### config.mk
export PLATFORM = sky130hd
export DESIGN_NAME = mem_io_bridge
export DESIGN_NICKNAME = d
export VERILOG_FILES = /design/src/rtl/lc3_pkg.sv /design/src/rtl/sync2.sv /design/src/rtl/mem_io_bridge.sv
export SDC_FILE = /design/constraint.sdc
export NUM_CORES = 1
export LEC_CHECK = 0
export ABC_AREA = 1
export CAP_MARGIN = 20
export CORE_UTILIZATION = 40
export DETAILED_ROUTE_END_ITERATION = 8
export GPL_TIMING_DRIVEN = 1
export PLACE_DENSITY = 0.75
export REMOVE_ABC_BUFFERS = 1
export SYNTH_ARGS = -nofsm -noshare
export SYNTH_HDL_FRONTEND = slang
export SYNTH_SLANG_ARGS = --single-unit
### constraint.sdc
create_clock -name Clk -period 1.2 [get_ports Clk]
set_input_delay 0.36 -clock Clk [delete_from_list [all_inputs] [get_ports Clk]]
set_output_delay 0.36 -clock Clk [all_outputs]
set_load 0.01 [all_outputs]
### src/rtl/lc3_pkg.sv
// Shared LC-3 memory-interface definitions: access phases and fixed access timing.
package lc3_pkg;

  typedef enum logic [2:0] {
    IDLE,
    PH0,
    PH1,
    PH2,
    DONE
  } mio_phase_t;

  localparam logic [15:0] IO_ADDR_DEFAULT   = 16'hFFFF;
  localparam int          MIO_ACCESS_CYCLES = 3;

endpackage

### src/rtl/sync2.sv
// Two-flop synchronizer for asynchronous level inputs such as board switches.
module sync2 #(
  parameter int W = 1
) (
  input  logic         clk,
  input  logic         reset,
  input  logic [W-1:0] d,
  output logic [W-1:0] q
);

  logic [W-1:0] meta;

  // NOTE: state elements use non-blocking assignments so every flop samples
  // the pre-edge value of its source, regardless of statement order.
  always_ff @(posedge clk) begin
    if (reset) begin
      meta <= '0;
      q    <= '0;
    end else begin
      meta <= d;
      q    <= meta;
    end
  end

endmodule

### src/rtl/mem_io_bridge.sv
// LC-3 memory/IO bridge: fixed three-phase access to async SRAM or to the
// memory-mapped switch/hex-display port.
module mem_io_bridge
  import lc3_pkg::*;
#(
  parameter logic [15:0] IO_ADDR = IO_ADDR_DEFAULT,
  parameter int          SRAM_AW = 20,
  parameter int          DATA_W  = 16
) (
  input  logic               Clk,
  input  logic               Reset,
  input  logic               MIO_EN,
  input  logic               R_W,
  input  logic [15:0]        MAR,
  input  logic [DATA_W-1:0]  MDR,
  output logic [DATA_W-1:0]  Data_to_CPU,
  output logic               Busy,
  input  logic [DATA_W-1:0]  Switches,
  output logic [DATA_W-1:0]  Hex_Data,
  output logic [SRAM_AW-1:0] SRAM_ADDR,
  output logic               SRAM_CE_N,
  output logic               SRAM_OE_N,
  output logic               SRAM_WE_N,
  output logic               SRAM_UB_N,
  output logic               SRAM_LB_N,
  input  logic [DATA_W-1:0]  SRAM_DQ_In,
  output logic [DATA_W-1:0]  SRAM_DQ_Out,
  output logic               SRAM_DQ_OE
);

  mio_phase_t        state, state_next;
  logic [15:0]       mar_q;
  logic [DATA_W-1:0] mdr_q;
  logic              rw_q;
  logic              io_q;
  logic [DATA_W-1:0] switches_sync;
  logic              active;
  logic              sram_sel;
  logic              end_of_ph1;

  sync2 #(.W(DATA_W)) u_switch_sync (
    .clk   (Clk),
    .reset (Reset),
    .d     (Switches),
    .q     (switches_sync)
  );

  // NOTE: every signal written here gets a default first, so no path leaves
  // it unassigned and no latch is inferred.
  always_comb begin
    state_next = state;
    case (state)
      IDLE:    if (MIO_EN) state_next = PH0;
      PH0:     state_next = MIO_EN ? PH1 : IDLE;
      PH1:     state_next = MIO_EN ? PH2 : IDLE;
      PH2:     state_next = MIO_EN ? DONE : IDLE;
      DONE:    if (!MIO_EN) state_next = IDLE;
      default: state_next = IDLE;
    endcase
  end

  // Strobes decode only registered state, so they follow the phase exactly.
  assign active     = (state == PH0) || (state == PH1) || (state == PH2);
  assign sram_sel   = active && !io_q;
  assign end_of_ph1 = (state == PH1) && MIO_EN;

  always_comb begin
    SRAM_CE_N  = 1'b1;
    SRAM_UB_N  = 1'b1;
    SRAM_LB_N  = 1'b1;
    SRAM_OE_N  = 1'b1;
    SRAM_WE_N  = 1'b1;
    SRAM_DQ_OE = 1'b0;
    if (sram_sel) begin
      SRAM_CE_N  = 1'b0;
      SRAM_UB_N  = 1'b0;
      SRAM_LB_N  = 1'b0;
      SRAM_OE_N  = rw_q;
      SRAM_WE_N  = !(rw_q && (state == PH1));
      SRAM_DQ_OE = rw_q;
    end
  end

  assign Busy        = active;
  assign SRAM_ADDR   = SRAM_AW'(mar_q);
  assign SRAM_DQ_Out = mdr_q;

  always_ff @(posedge Clk) begin
    if (Reset) begin
      state       <= IDLE;
      mar_q       <= '0;
      mdr_q       <= '0;
      rw_q        <= 1'b0;
      io_q        <= 1'b0;
      Data_to_CPU <= '0;
      Hex_Data    <= '0;
    end else begin
      state <= state_next;
      if (state == IDLE && MIO_EN) begin
        mar_q <= MAR;
        mdr_q <= MDR;
        rw_q  <= R_W;
        io_q  <= (MAR == IO_ADDR);
      end
      if (end_of_ph1 && !rw_q) Data_to_CPU <= io_q ? switches_sync : SRAM_DQ_In;
      if (end_of_ph1 && rw_q && io_q) Hex_Data <= mdr_q;
    end
  end

endmodule

**Yosys cells after proc, flatten, opt, wreduce, memory -nomap -nowiden**

Index checks and enable logic that the tools add are counted.

- Register bits: 101
- Bits of input ports: 68
- Logic and storage cells: 41
- Output and inout bits: 75

- Multiplexer cells: 11
- Equal/unequal tests: 7
- Reduce and logical (&&, ||, !) cells: 14

Operator list:

| operator | number |
|---|---|
| 16-bit equality test (second input constant) | 1 |
| 16-bit two-way mux | 1 |
| 3-bit case mux with 5 select lines | 1 |
| 3-bit two-way mux | 3 |
| 1-bit logical AND | 7 |
| 3-bit by 2-bit equality test with 1-bit output (second input constant) | 2 |
| 1-bit two-way mux | 4 |
| 2-bit two-way mux | 2 |
| 2-bit inequality test (second input constant) | 2 |
| 3-bit by 1-bit equality test with 1-bit output (second input constant) | 1 |
| 3-bit equality test (second input constant) | 1 |
| 1-bit zero test | 3 |
| 3-bit zero test | 1 |
| 1-bit logical OR | 2 |
| 2-bit AND reduction | 1 |

**Logic depth before layout (Yosys ltp)**

Gate-level depths: netlist of run 1.

- Word-level depth: 5
- Mapped depth: 7

**Modules after synthesis**

Synthesis of run 1 repeated with hierarchy kept, for this count alone.

- Cells, all modules: 544
- Area total of the unflattened synthesis: 3938.8 um2

Modules (own cells, without submodules):

| module | area each (um2) | times used | cells each |
|---|---|---|---|
| mem_io_bridge | 3024.2 | 1 | 445 |
| sync2 | 914.6 | 1 | 99 |

**Worst setup path before layout of run 1**

OpenSTA, ideal clock, no wires.

- Path kind: flip-flop to output port
- Start: register state[1]
- End: output SRAM_WE_N
- Data arrival time: 1.181 ns
- Cell stages (with the launch flop): 6
- Setup slack: -0.341 ns
- Path through: dfxtp_1 nor2_4 nor3_1 inv_1 nor2_1 nand3_1

- Longest elaborated chain between the ends: 5
- Elaborated cells between the ends (all ways): 9

RTL lines:

| what | RTL line | text |
|---|---|---|
| start, declared | mem_io_bridge.sv:31 | `mio_phase_t state, state_next;` |
| start signal, assigned | mem_io_bridge.sv:98 | `state <= state_next;` |
| 3-bit by 1-bit equality test with 1-bit output / 3-bit by 2-bit equality test with 1-bit output (equally long branches) | mem_io_bridge.sv:63, mem_io_bridge.sv:79 |  |
| 1-bit logical OR (2 in a row) | mem_io_bridge.sv:63 | `assign active = (state == PH0) \|\| (state == PH1) \|\| (state == PH2);` |
| 1-bit logical AND | mem_io_bridge.sv:64 | `assign sram_sel = active && !io_q;` |
| 1-bit two-way mux * | mem_io_bridge.sv:74 | `if (sram_sel) begin` |
| end, declared | mem_io_bridge.sv:23 | `output logic SRAM_WE_N,` |

Mark *: on every way between the ends. The rest lies on a longest branch, timed or not.

**Worst setup path after layout of run 1**

Same ends and word-level chain as after synthesis.

==> results.txt, run 1 <==
Status - finished with violations
Failing checks - setup timing
CP Capture Point - SRAM_WE_N
CP Data Required Time - 840 ps
Initial antenna violation count - 0
Synth Instances - 538
Die Y - 100 microns
Worst setup margin - -475 ps
Post-synthesis average cell area - 7.15 sq um
Global route overflow - 0
Post-route DRC - 0
Synth-to-Final Area Change - 67.3%
Pwr dens - 1110 nW/um^2
Core footprint - 9280 sq um
Total track usage - 21.1%
CTS clock-pin slew for the worst setup and hold paths - 110 ps
Total number of vias - 3765
Final setup vio count - 72
Drt wl/cell - 12.5 microns
Starting DRC count in detailed routing - 109
LEAKAGE - 0.00294 uW
Crit path from - state[1]$_SDFFE_PP0P_
Hold_buf cts - 0
Hpwl dp - 6.36 mm
Routed vias/inst - 4.46
Min cycle time layout - 1670 ps
Layout cell share with drive strength beyond 1 - 37.9%
Vias in the first global route - 3586
Site Rows - 35
Final hold vios - 0
Mapped cell area - 3850 sq um
Worst skew pair latency - 350 ps
Critical path arrival - 1310 ps
Die width - 100 microns
Sequential share of the synthesized area - 52.6%
Type of the worst setup path - reg -> out
Final Cycle Share - 140%
Min-delay worst type - reg -> reg
Yosys reg bits - 101
CTS Root Cell - clkbuf_8
Yosys warning count - 0
Global-route wire length before repair - 16.7 mm
RD Place Congestion - 0.789
Simple-gate share of the synthesized area - 25.4%
Pre-Repair DR Iteration Count - 4
H-tree Lvls - 3
Critical path endpoint category - primary output
Fmax - 0.597 GHz
CTS Buffer Depth - 2
Maximum number of pins on one net before global-route repair - 35
Synth Area in XOR/XNOR - 0%
Post-route ant nets - 0
Main combinational cell family by area after synthesis - simple AND/OR/NAND/NOR gates
Startpoint types - flip-flop
Multiplexer area fraction after synthesis - 0%
RR Endpoint - Hex_Data[3]$_SDFFE_PP0P_
Starting Density - 41.4%
# clock sinks - 101
Crit Path Max Fanout - 2
CTS tree - yes
R2R cell count - 12
R2r startpoint - state[0]$_SDFFE_PP0P_
Clock Skew - 14.6 ps
Peak supply drop - 0.839 mV
ANT cells - 0
Port bufs - 138
Fin Hold WS - 390 ps
Synth Area in Compound Gates - 8.85%
Worst reg-to-reg setup slack - -380 ps
Synth Area in Adders - 0%
Max Slew Vio Count - 0
RSZ-0062 raised after global routing - yes
Max Cap Violations - 0
Die area - 10000 sq um
Final net count - 778
Distinct cells, synth - 22
Io pins - 143
Drt total wl - 10.6 mm
DP Worst Slack - -561 ps
CTS Buf Count - 9
-- worst min path at each step --
stage	from	to	cells after the start
after floorplan	u_switch_sync.meta[0]$_SDFF_PP0_	u_switch_sync.q[0]$_SDFF_PP0_	2
after global placement	u_switch_sync.meta[3]$_SDFF_PP0_	u_switch_sync.q[3]$_SDFF_PP0_	2
after detailed placement	u_switch_sync.meta[10]$_SDFF_PP0_	u_switch_sync.q[10]$_SDFF_PP0_	2
after CTS	u_switch_sync.meta[12]$_SDFF_PP0_	u_switch_sync.q[12]$_SDFF_PP0_	2
after global routing	u_switch_sync.meta[12]$_SDFF_PP0_	u_switch_sync.q[12]$_SDFF_PP0_	2
final	u_switch_sync.meta[12]$_SDFF_PP0_	u_switch_sync.q[12]$_SDFF_PP0_	2
-- worst max-delay path, cell delays in order (launching register included) --
cell and delay [ps]:
dfxtp_2 370, nor2_4 40, nor3_2 180, inv_1 90, nor2_2 100, nand3_1 70
buf_2 140
-- per-layer routing --
metal | global-route usage (%) | routed length, microns | up-vias
li1 | - | - | 1935
met1 | 24.7 | 4470 | 1721
met2 | 38.9 | 5510 | 102
met3 | 3.62 | 491 | 7
met4 | 7.13 | 99 | 0
met5 | 0 | 0 | -
-- registers in the layout, summed over array words and instances (netlist names) --
register / cells
rw_q: 1
mar_q: 16
Hex_Data: 16
u_switch_sync.meta: 16
Data_to_CPU: 16
u_switch_sync.q: 16
io_q: 1
SRAM_DQ_Out: 16
state: 3
-- Yosys cell counts --
cell      instances  share of area (%)
nor2_4            2               0.59
clkinv_2          1               0.13
buf_2            10                1.3
nor4_1            1               0.16
inv_2             1              0.097
nor3_1            1               0.13
clkinv_1          1              0.097
nand4_2           1               0.33
dfxtp_1         101                 53
nand3_2           2               0.52
nand3_1           2               0.26
conb_1            1              0.097
clkbuf_1          9               0.88
buf_4             9                1.8
o21ai_0          34                4.4
buf_6             1               0.29
a21oi_1          34                4.4
nand2_1         133                 13
nor2_1          105                 10
inv_1            85                8.3
nor2_2            1               0.16
buf_1             3               0.29
-- cells in the final DEF, fill, tap and decap left out, types with 4 or more instances in the layout --
master and count:
nand2_1 98, clkdlybuf4s50_1 65, buf_2 10, inv_1 85, dfxtp_1 34, nand2_4 9
buf_16 5, buf_6 72, o21ai_0 33, dfxtp_2 67, buf_4 28, nor2_4 10
a21oi_1 34, conb_1 4, buf_12 9, nor2_1 86, nand2_2 26, nor2_2 12
clkbuf_8 9
-- cell type report --
class,count,area [sq um]
multi-input combinational,320,1590
clock buffer,9,124
tap,129,161
sequential,101,2110
inverter,88,332
timing repair buffer,190,2050
clock inverter,7,81.3
fill,719,2850
-- per-stage QoR --
stage / instance area [sq um] / TNS [ps] / util [%] / cells / power [uW]
after floorplan: 3680 / -26320 / - / 509 / 4050
after global placement: 5470 / -32210 / 58.9 / 801 / 4720
after detailed placement: 5470 / -34670 / 58.9 / 801 / 4750
after CTS: 6010 / -16910 / 64.8 / 838 / 7030
after global routing: 6440 / -21600 / 69.3 / 844 / 7480
final: 6440 / -15880 / 69.3 / 844 / 7150
-- report_power, final --
part / total [uW] / switching (uW) / internal (uW)
registers: 3620 / 91.5 / 3530
logic: 1280 / 583 / 701
clock network: 2240 / 1240 / 1000
-- timing repair --
item / CTS / global route
gates cloned: 7 / 0
setup endpoints to repair: 136 / 132
pin swaps: 9 / 11
buffers inserted: 14 / 12
resized for setup: 424 / 94
-- kinds of logic (layout without fill, tap and decap cells) --
group | after synthesis | after routing
AND/OR/NAND/NOR | 248 | 248
flip-flops | 101 | 101
buffers and inverters | 120 | 294
AO/OA/AOI/OAI | 68 | 68
other | 1 | 4
(Power assumes the default switching activity.)
==> run 2: changes to the inputs <==
--- a/config.mk
+++ b/config.mk
@@ -12,6 +12,7 @@
 export GPL_TIMING_DRIVEN = 1
 export PLACE_DENSITY = 0.75
 export REMOVE_ABC_BUFFERS = 1
+export SLEW_MARGIN = 40
 export SYNTH_ARGS = -nofsm -noshare
 export SYNTH_HDL_FRONTEND = slang
 export SYNTH_SLANG_ARGS = --single-unit
==> results of run 2 <==
Final layout, timing and power as in run 1 (identical DEF).
